File: src/rtl/cdc_result_tally_if.sv
// cdc_result_tally_if: clk3-domain frame inputs and decoded results of the card-game tally block
interface cdc_result_tally_if #(
    parameter int PROB_W = 7,
    parameter int CNT_W  = 8
);
    logic              out_valid1;
    logic              equal;
    logic              exceed;
    logic              out_valid2;
    logic              winner;
    logic              tally_clr;
    logic              prob_valid;
    logic [PROB_W-1:0] prob_equal;
    logic [PROB_W-1:0] prob_exceed;
    logic              range_err;
    logic              round_done;
    logic [CNT_W-1:0]  wins1;
    logic [CNT_W-1:0]  wins2;
    logic [CNT_W-1:0]  draws;
    logic              proto_err;

    modport master (
        output out_valid1, equal, exceed, out_valid2, winner, tally_clr,
        input  prob_valid, prob_equal, prob_exceed, range_err, round_done,
               wins1, wins2, draws, proto_err
    );

    modport slave (
        input  out_valid1, equal, exceed, out_valid2, winner, tally_clr,
        output prob_valid, prob_equal, prob_exceed, range_err, round_done,
               wins1, wins2, draws, proto_err
    );
endinterface

File: src/rtl/cdc_result_tally.sv
// cdc_result_tally: deserializes probability words, decodes winner frames, keeps saturating tallies
module cdc_result_tally #(
    parameter int PROB_W = 7,
    parameter int CNT_W  = 8
) (
    input logic               clk3,
    input logic               rst_n,
    cdc_result_tally_if.slave bus
);
    localparam int CW = $clog2(PROB_W + 1);
    localparam logic [PROB_W-1:0] P_MAX = PROB_W'(100);

    typedef enum logic {P_IDLE, P_SHIFT} p_state_t;
    typedef enum logic [1:0] {W_IDLE, W_SEL, W_DRAIN} w_state_t;

    p_state_t          p_state, p_next;
    w_state_t          w_state, w_next;
    logic [CW-1:0]     cnt, cnt_next;
    logic [PROB_W-1:0] sh_eq, sh_ex, eq_next, ex_next;
    logic              commit, p_err;
    logic              seen, seen_next;
    logic              inc_d, inc1, inc2, w_err;

    function automatic logic [CNT_W-1:0] bump(input logic [CNT_W-1:0] c, input logic inc);
        return (inc && c != '1) ? c + 1'b1 : c;
    endfunction

    always_comb begin
        p_next   = p_state;
        cnt_next = cnt;
        eq_next  = sh_eq;
        ex_next  = sh_ex;
        commit   = 1'b0;
        p_err    = 1'b0;
        if (bus.out_valid1) begin
            eq_next  = p_state == P_IDLE ? PROB_W'(bus.equal) : {sh_eq[PROB_W-2:0], bus.equal};
            ex_next  = p_state == P_IDLE ? PROB_W'(bus.exceed) : {sh_ex[PROB_W-2:0], bus.exceed};
            cnt_next = p_state == P_IDLE ? CW'(1) : cnt + CW'(1);
            commit   = cnt_next == CW'(PROB_W);
            p_next   = commit ? P_IDLE : P_SHIFT;
        end else if (p_state == P_SHIFT) begin
            p_err    = 1'b1;
            p_next   = P_IDLE;
            cnt_next = '0;
        end
    end

    // seen marks that the current excess frame in W_DRAIN has already been reported
    always_comb begin
        w_next    = w_state;
        seen_next = seen;
        inc_d     = 1'b0;
        inc1      = 1'b0;
        inc2      = 1'b0;
        w_err     = 1'b0;
        if (w_state == W_IDLE) begin
            if (bus.out_valid2) begin
                inc_d     = !bus.winner;
                w_next    = bus.winner ? W_SEL : W_DRAIN;
                seen_next = 1'b0;
            end
        end else if (w_state == W_SEL) begin
            inc1      = bus.out_valid2 && !bus.winner;
            inc2      = bus.out_valid2 && bus.winner;
            w_err     = !bus.out_valid2;
            w_next    = bus.out_valid2 ? W_DRAIN : W_IDLE;
            seen_next = 1'b0;
        end else begin
            w_err     = bus.out_valid2 && !seen;
            seen_next = bus.out_valid2;
            w_next    = bus.out_valid2 ? W_DRAIN : W_IDLE;
        end
    end

    always_ff @(posedge clk3 or negedge rst_n) begin
        if (!rst_n) begin
            p_state         <= P_IDLE;
            w_state         <= W_IDLE;
            cnt             <= '0;
            sh_eq           <= '0;
            sh_ex           <= '0;
            seen            <= 1'b0;
            bus.prob_valid  <= 1'b0;
            bus.prob_equal  <= '0;
            bus.prob_exceed <= '0;
            bus.range_err   <= 1'b0;
            bus.round_done  <= 1'b0;
            bus.wins1       <= '0;
            bus.wins2       <= '0;
            bus.draws       <= '0;
            bus.proto_err   <= 1'b0;
        end else begin
            p_state        <= p_next;
            w_state        <= w_next;
            cnt            <= cnt_next;
            sh_eq          <= eq_next;
            sh_ex          <= ex_next;
            seen           <= seen_next;
            bus.prob_valid <= commit;
            bus.range_err  <= commit && (eq_next > P_MAX || ex_next > P_MAX);
            if (commit) begin
                bus.prob_equal  <= eq_next;
                bus.prob_exceed <= ex_next;
            end
            bus.round_done <= inc_d | inc1 | inc2;
            bus.wins1      <= bus.tally_clr ? '0 : bump(bus.wins1, inc1);
            bus.wins2      <= bus.tally_clr ? '0 : bump(bus.wins2, inc2);
            bus.draws      <= bus.tally_clr ? '0 : bump(bus.draws, inc_d);
            bus.proto_err  <= p_err | w_err;
        end
    end
endmodule

File: src/flat_wrapper.sv
// flat-port wrapper written by rule: the top's interface ports become plain ports
module cdc_result_tally_flat 
#(
    parameter int PROB_W = 7,
    parameter int CNT_W  = 8
)
  (clk3, rst_n, bus_out_valid1, bus_equal, bus_exceed, bus_out_valid2, bus_winner, bus_tally_clr, bus_prob_valid, bus_prob_equal, bus_prob_exceed, bus_range_err, bus_round_done, bus_wins1, bus_wins2, bus_draws, bus_proto_err);
  cdc_result_tally_if #(.PROB_W(PROB_W), .CNT_W(CNT_W)) bus_i ();
  input logic clk3;
  input logic rst_n;
  input wire logic [$bits(bus_i.out_valid1)-1:0] bus_out_valid1;
  input wire logic [$bits(bus_i.equal)-1:0] bus_equal;
  input wire logic [$bits(bus_i.exceed)-1:0] bus_exceed;
  input wire logic [$bits(bus_i.out_valid2)-1:0] bus_out_valid2;
  input wire logic [$bits(bus_i.winner)-1:0] bus_winner;
  input wire logic [$bits(bus_i.tally_clr)-1:0] bus_tally_clr;
  output wire logic [$bits(bus_i.prob_valid)-1:0] bus_prob_valid;
  output wire logic [$bits(bus_i.prob_equal)-1:0] bus_prob_equal;
  output wire logic [$bits(bus_i.prob_exceed)-1:0] bus_prob_exceed;
  output wire logic [$bits(bus_i.range_err)-1:0] bus_range_err;
  output wire logic [$bits(bus_i.round_done)-1:0] bus_round_done;
  output wire logic [$bits(bus_i.wins1)-1:0] bus_wins1;
  output wire logic [$bits(bus_i.wins2)-1:0] bus_wins2;
  output wire logic [$bits(bus_i.draws)-1:0] bus_draws;
  output wire logic [$bits(bus_i.proto_err)-1:0] bus_proto_err;
  assign bus_i.out_valid1 = bus_out_valid1;
  assign bus_i.equal = bus_equal;
  assign bus_i.exceed = bus_exceed;
  assign bus_i.out_valid2 = bus_out_valid2;
  assign bus_i.winner = bus_winner;
  assign bus_i.tally_clr = bus_tally_clr;
  assign bus_prob_valid = bus_i.prob_valid;
  assign bus_prob_equal = bus_i.prob_equal;
  assign bus_prob_exceed = bus_i.prob_exceed;
  assign bus_range_err = bus_i.range_err;
  assign bus_round_done = bus_i.round_done;
  assign bus_wins1 = bus_i.wins1;
  assign bus_wins2 = bus_i.wins2;
  assign bus_draws = bus_i.draws;
  assign bus_proto_err = bus_i.proto_err;
  cdc_result_tally #(.PROB_W(PROB_W), .CNT_W(CNT_W)) u_core (.clk3(clk3), .rst_n(rst_n), .bus(bus_i));
endmodule
File: config.mk
export PLATFORM = sky130hd
export DESIGN_NAME = cdc_result_tally_flat
export DESIGN_NICKNAME = d
export VERILOG_FILES = /design/src/rtl/cdc_result_tally_if.sv /design/src/rtl/cdc_result_tally.sv /design/src/flat_wrapper.sv
export SDC_FILE = /design/constraint.sdc
export NUM_CORES = 1
export LEC_CHECK = 0
export CORE_MARGIN = 2
export CORE_UTILIZATION = 55
export DETAILED_ROUTE_END_ITERATION = 8
export DONT_BUFFER_PORTS = 1
export PLACE_DENSITY = 0.67
export SKIP_LAST_GASP = 1
export SYNTH_ARGS = -nofsm -noshare
export SYNTH_HDL_FRONTEND = slang
export SYNTH_SLANG_ARGS = --single-unit
export TNS_END_PERCENT = 100
File: constraint.sdc
create_clock -name clk3 -period 2.9 [get_ports clk3]
set_clock_uncertainty 0.05 [all_clocks]
set_input_delay 0.29 -clock clk3 [delete_from_list [all_inputs] [get_ports clk3]]
set_output_delay 0.29 -clock clk3 [all_outputs]
set_load 0.02 [all_outputs]
==> out/results.ini <==
[synthesis]
syn-cell-area_sq_um = 2875
synth_fp_nets = 290
ys_ff_latch = 63
synth_cells = 278
yosysWarnings = 0
postSynthAreaPerCell_sq_um = 10.34
seq_area_frac_synth = 0.5483
yosys.cell_types.count = 50
synth_edf_count = 0
async_flop_share = 1.000
synth_top_flop_cell = dfrtp_1

[routing]
ant_nets = 0
wirelength_mm = 5.358
vias = 2034
via_per_inst = 5.713
first_iter_violations = 121
first_pass_iters = 4
drt-wirelength-per-cell_um = 15.05
drcViolationCount = 0

[placement]
place_area_sq_um = 2904
post-place-cells = 337
place_ws_ns = 1.023
io_buffers = 0
place_hpwl_mm = 3.693
gp_congestion = 0.8425

[worst_setup_path]
critPathCaptureType = register
cp.arrival_ns = 2.03
critPathKind = register to register
cp_num_buf_inv = 2
worstPathRequired_ns = 3.05
path_cells = and2_1 > nand4_1 > buf_4 > inv_2 > mux2_2
path_delay_family = flip-flops
crit_fanout = 21
startpoint_type = register
cp_slowest_stage_delay_ns = 0.58
critPathSlowestCell = dfrtp_1

[final_layout]
multiInputGateArea_sq_um = 1165
final_net_count = 293
diodes = 0
final_cell_mix = 63 x dfrtp_1, 28 x nand2_1, 26 x o21ai_0
final_cell_area_sq_um = 3161
layout-area-overhead-vs-synth_pct = 9.922
mostFrequentLayoutCell = dfrtp_1
drive_gt1_frac = 0.1049
register_area_sq_um = 1577
num-fill-cells = 446
stdcell_count = 356
fin_util = 0.6228

[timing]
setup_ws_ns = 1.024
rsz0062_at_grt = no
setup_viol = 0
setup-tns-final_ns = 0
fin_crit_sh = 0.6470
worstMarginPinSlew_ns = 0.8655
report.final.slew_viol_count = 0
slew_headroom = 0.4211
fmax_mhz = 532.9
finalCriticalPeriod_ns = 1.876
finalHoldViolCount = 0

[grt]
grt_overflow = 0
antenna_found_initial = 0
grt_max_degree = 64
grt_pass1_vias = 1984
grt_first_pass_wirelength_mm = 9.459
grt_usage = 0.2016

[cts]
post_cts_resize_count = 0
cts_root_buf = clkbuf_8
cts-htree-levels = 3
cts.path.max_buffers = 2
clkTransAtPathRegs_ns = 0.07
cts_buffers = 9
cts_tree = yes
clock-sinks = 63
cts_setup_buffers = 0
worstSkewPairLatency_ns = 0.32

[floorplan]
die_area_sq_um = 5822
ios = 50
rows = 26
coreArea_sq_um = 5075
die_w_um = 76.31
initial_core_util = 0.5666
fp.dieH_um = 76.31

[hold_path]
hold_class = input pin to register

[status]
outcome = completed

[power_and_ir_drop]
power_leakage_nw = 1.456
vdd_drop_max_mv = 0.3447
power_density_nw_per_um2 = 591.6

[flow_run]
max_cap_viol_count = 0

[sequential cells by signal (all words and copies together), names as in the netlist, 2 cells and up]
signal                  flops
u_core.bus.draws            8
u_core.bus.wins1            8
u_core.bus.wins2            8
u_core.bus.prob_equal       7
u_core.bus.prob_exceed      7
u_core.sh_eq                7
u_core.sh_ex                7
u_core.cnt                  3
u_core.w_state              2
[cell families after synthesis]
family / share of synthesized area
xor+xnor: 0.03960
compound gates: 0.1340
mux: 0.02959
buf+inv: 0.04656
simple gates: 0.1845
flops: 0.5483
fa+ha+maj: 0.01741
[routing by layer]
metal | share of wire | global-route usage | up-vias
met5 | 0 | 0 | -
met4 | 0.028 | 0.09091 | 0
met3 | 0.046 | 0.05213 | 16
met2 | 0.47 | 0.3080 | 55
met1 | 0.46 | 0.2725 | 972
li1 | - | - | 991
[what timing repair did]
action,in CTS,in global routing
hold endpoints to repair,86,0
setup endpoints to repair,0,0
hold buffers,3,0
[Yosys cell counts (all sizes together), types with 2 or more instances]
| library cell | count | share of area |
|---|---|---|
| o21ai | 28 | 0.050 |
| o31ai | 2 | 0.0052 |
| and3 | 5 | 0.011 |
| nand3 | 15 | 0.026 |
| nand2 | 28 | 0.037 |
| mux2 | 4 | 0.016 |
| nor3 | 5 | 0.0087 |
| nand4 | 8 | 0.022 |
| nor4b | 3 | 0.014 |
| a211oi | 3 | 0.0078 |
| buf | 4 | 0.0096 |
| nor2 | 22 | 0.029 |
| o2111ai | 3 | 0.0091 |
| and2 | 5 | 0.011 |
| nand2b | 2 | 0.0044 |
| mux2i | 4 | 0.014 |
| dfrtp | 63 | 0.55 |
| a21oi | 7 | 0.012 |
| inv | 18 | 0.023 |
| o211ai | 4 | 0.010 |
| a22o | 2 | 0.0061 |
| ha | 4 | 0.017 |
| xor2 | 12 | 0.037 |
| or4 | 2 | 0.0052 |
| clkbuf | 7 | 0.0091 |
| a41oi | 2 | 0.0061 |
[worst paths after layout]
path | slack [ns] | cells after the start | start | to
min in group asynchronous | 0.44 | 2 | rst_n | u_core.bus.prob_equal[1]
max in group asynchronous | 2.08 | 2 | rst_n | u_core.sh_ex[6]
setup reg to reg | 1.02 | 5 | u_core.p_state | u_core.bus.prob_exceed[0]
hold / removal | 0.03 | 1 | bus_out_valid1 | u_core.sh_eq[1]
hold reg to reg | 0.45 | 2 | u_core.cnt[2] | u_core.cnt[2]
setup / recovery | 1.02 | 5 | u_core.p_state | u_core.bus.prob_exceed[0]
[power by group]
part	internal (mW)	leakage (nW)	switching, mW
registers	0.919	0.860	0.0624
clock network	0.465	0.109	0.317
logic	0.0438	0.487	0.0627
[through the flow]
stage / power (mW) / hold WS [ns]
global placement: 1.076 / -0.05391
CTS: 1.893 / 0.01283
floorplan: 1.065 / -0.05559
finish: 1.870 / 0.02646
global route: 1.953 / 0.01143
detailed placement: 1.079 / -0.05425
[final cells by class]
type                            count  share of cell area
Timing Repair Buffer                4             0.01742
Clock buffer                       13             0.05344
Tap cell                           70             0.02771
Multi-Input combinational cell    185              0.3686
Sequential cell                    63              0.4988
Inverter                           18             0.02138
Clock inverter                      3             0.01267
(Power assumes the default switching activity.)
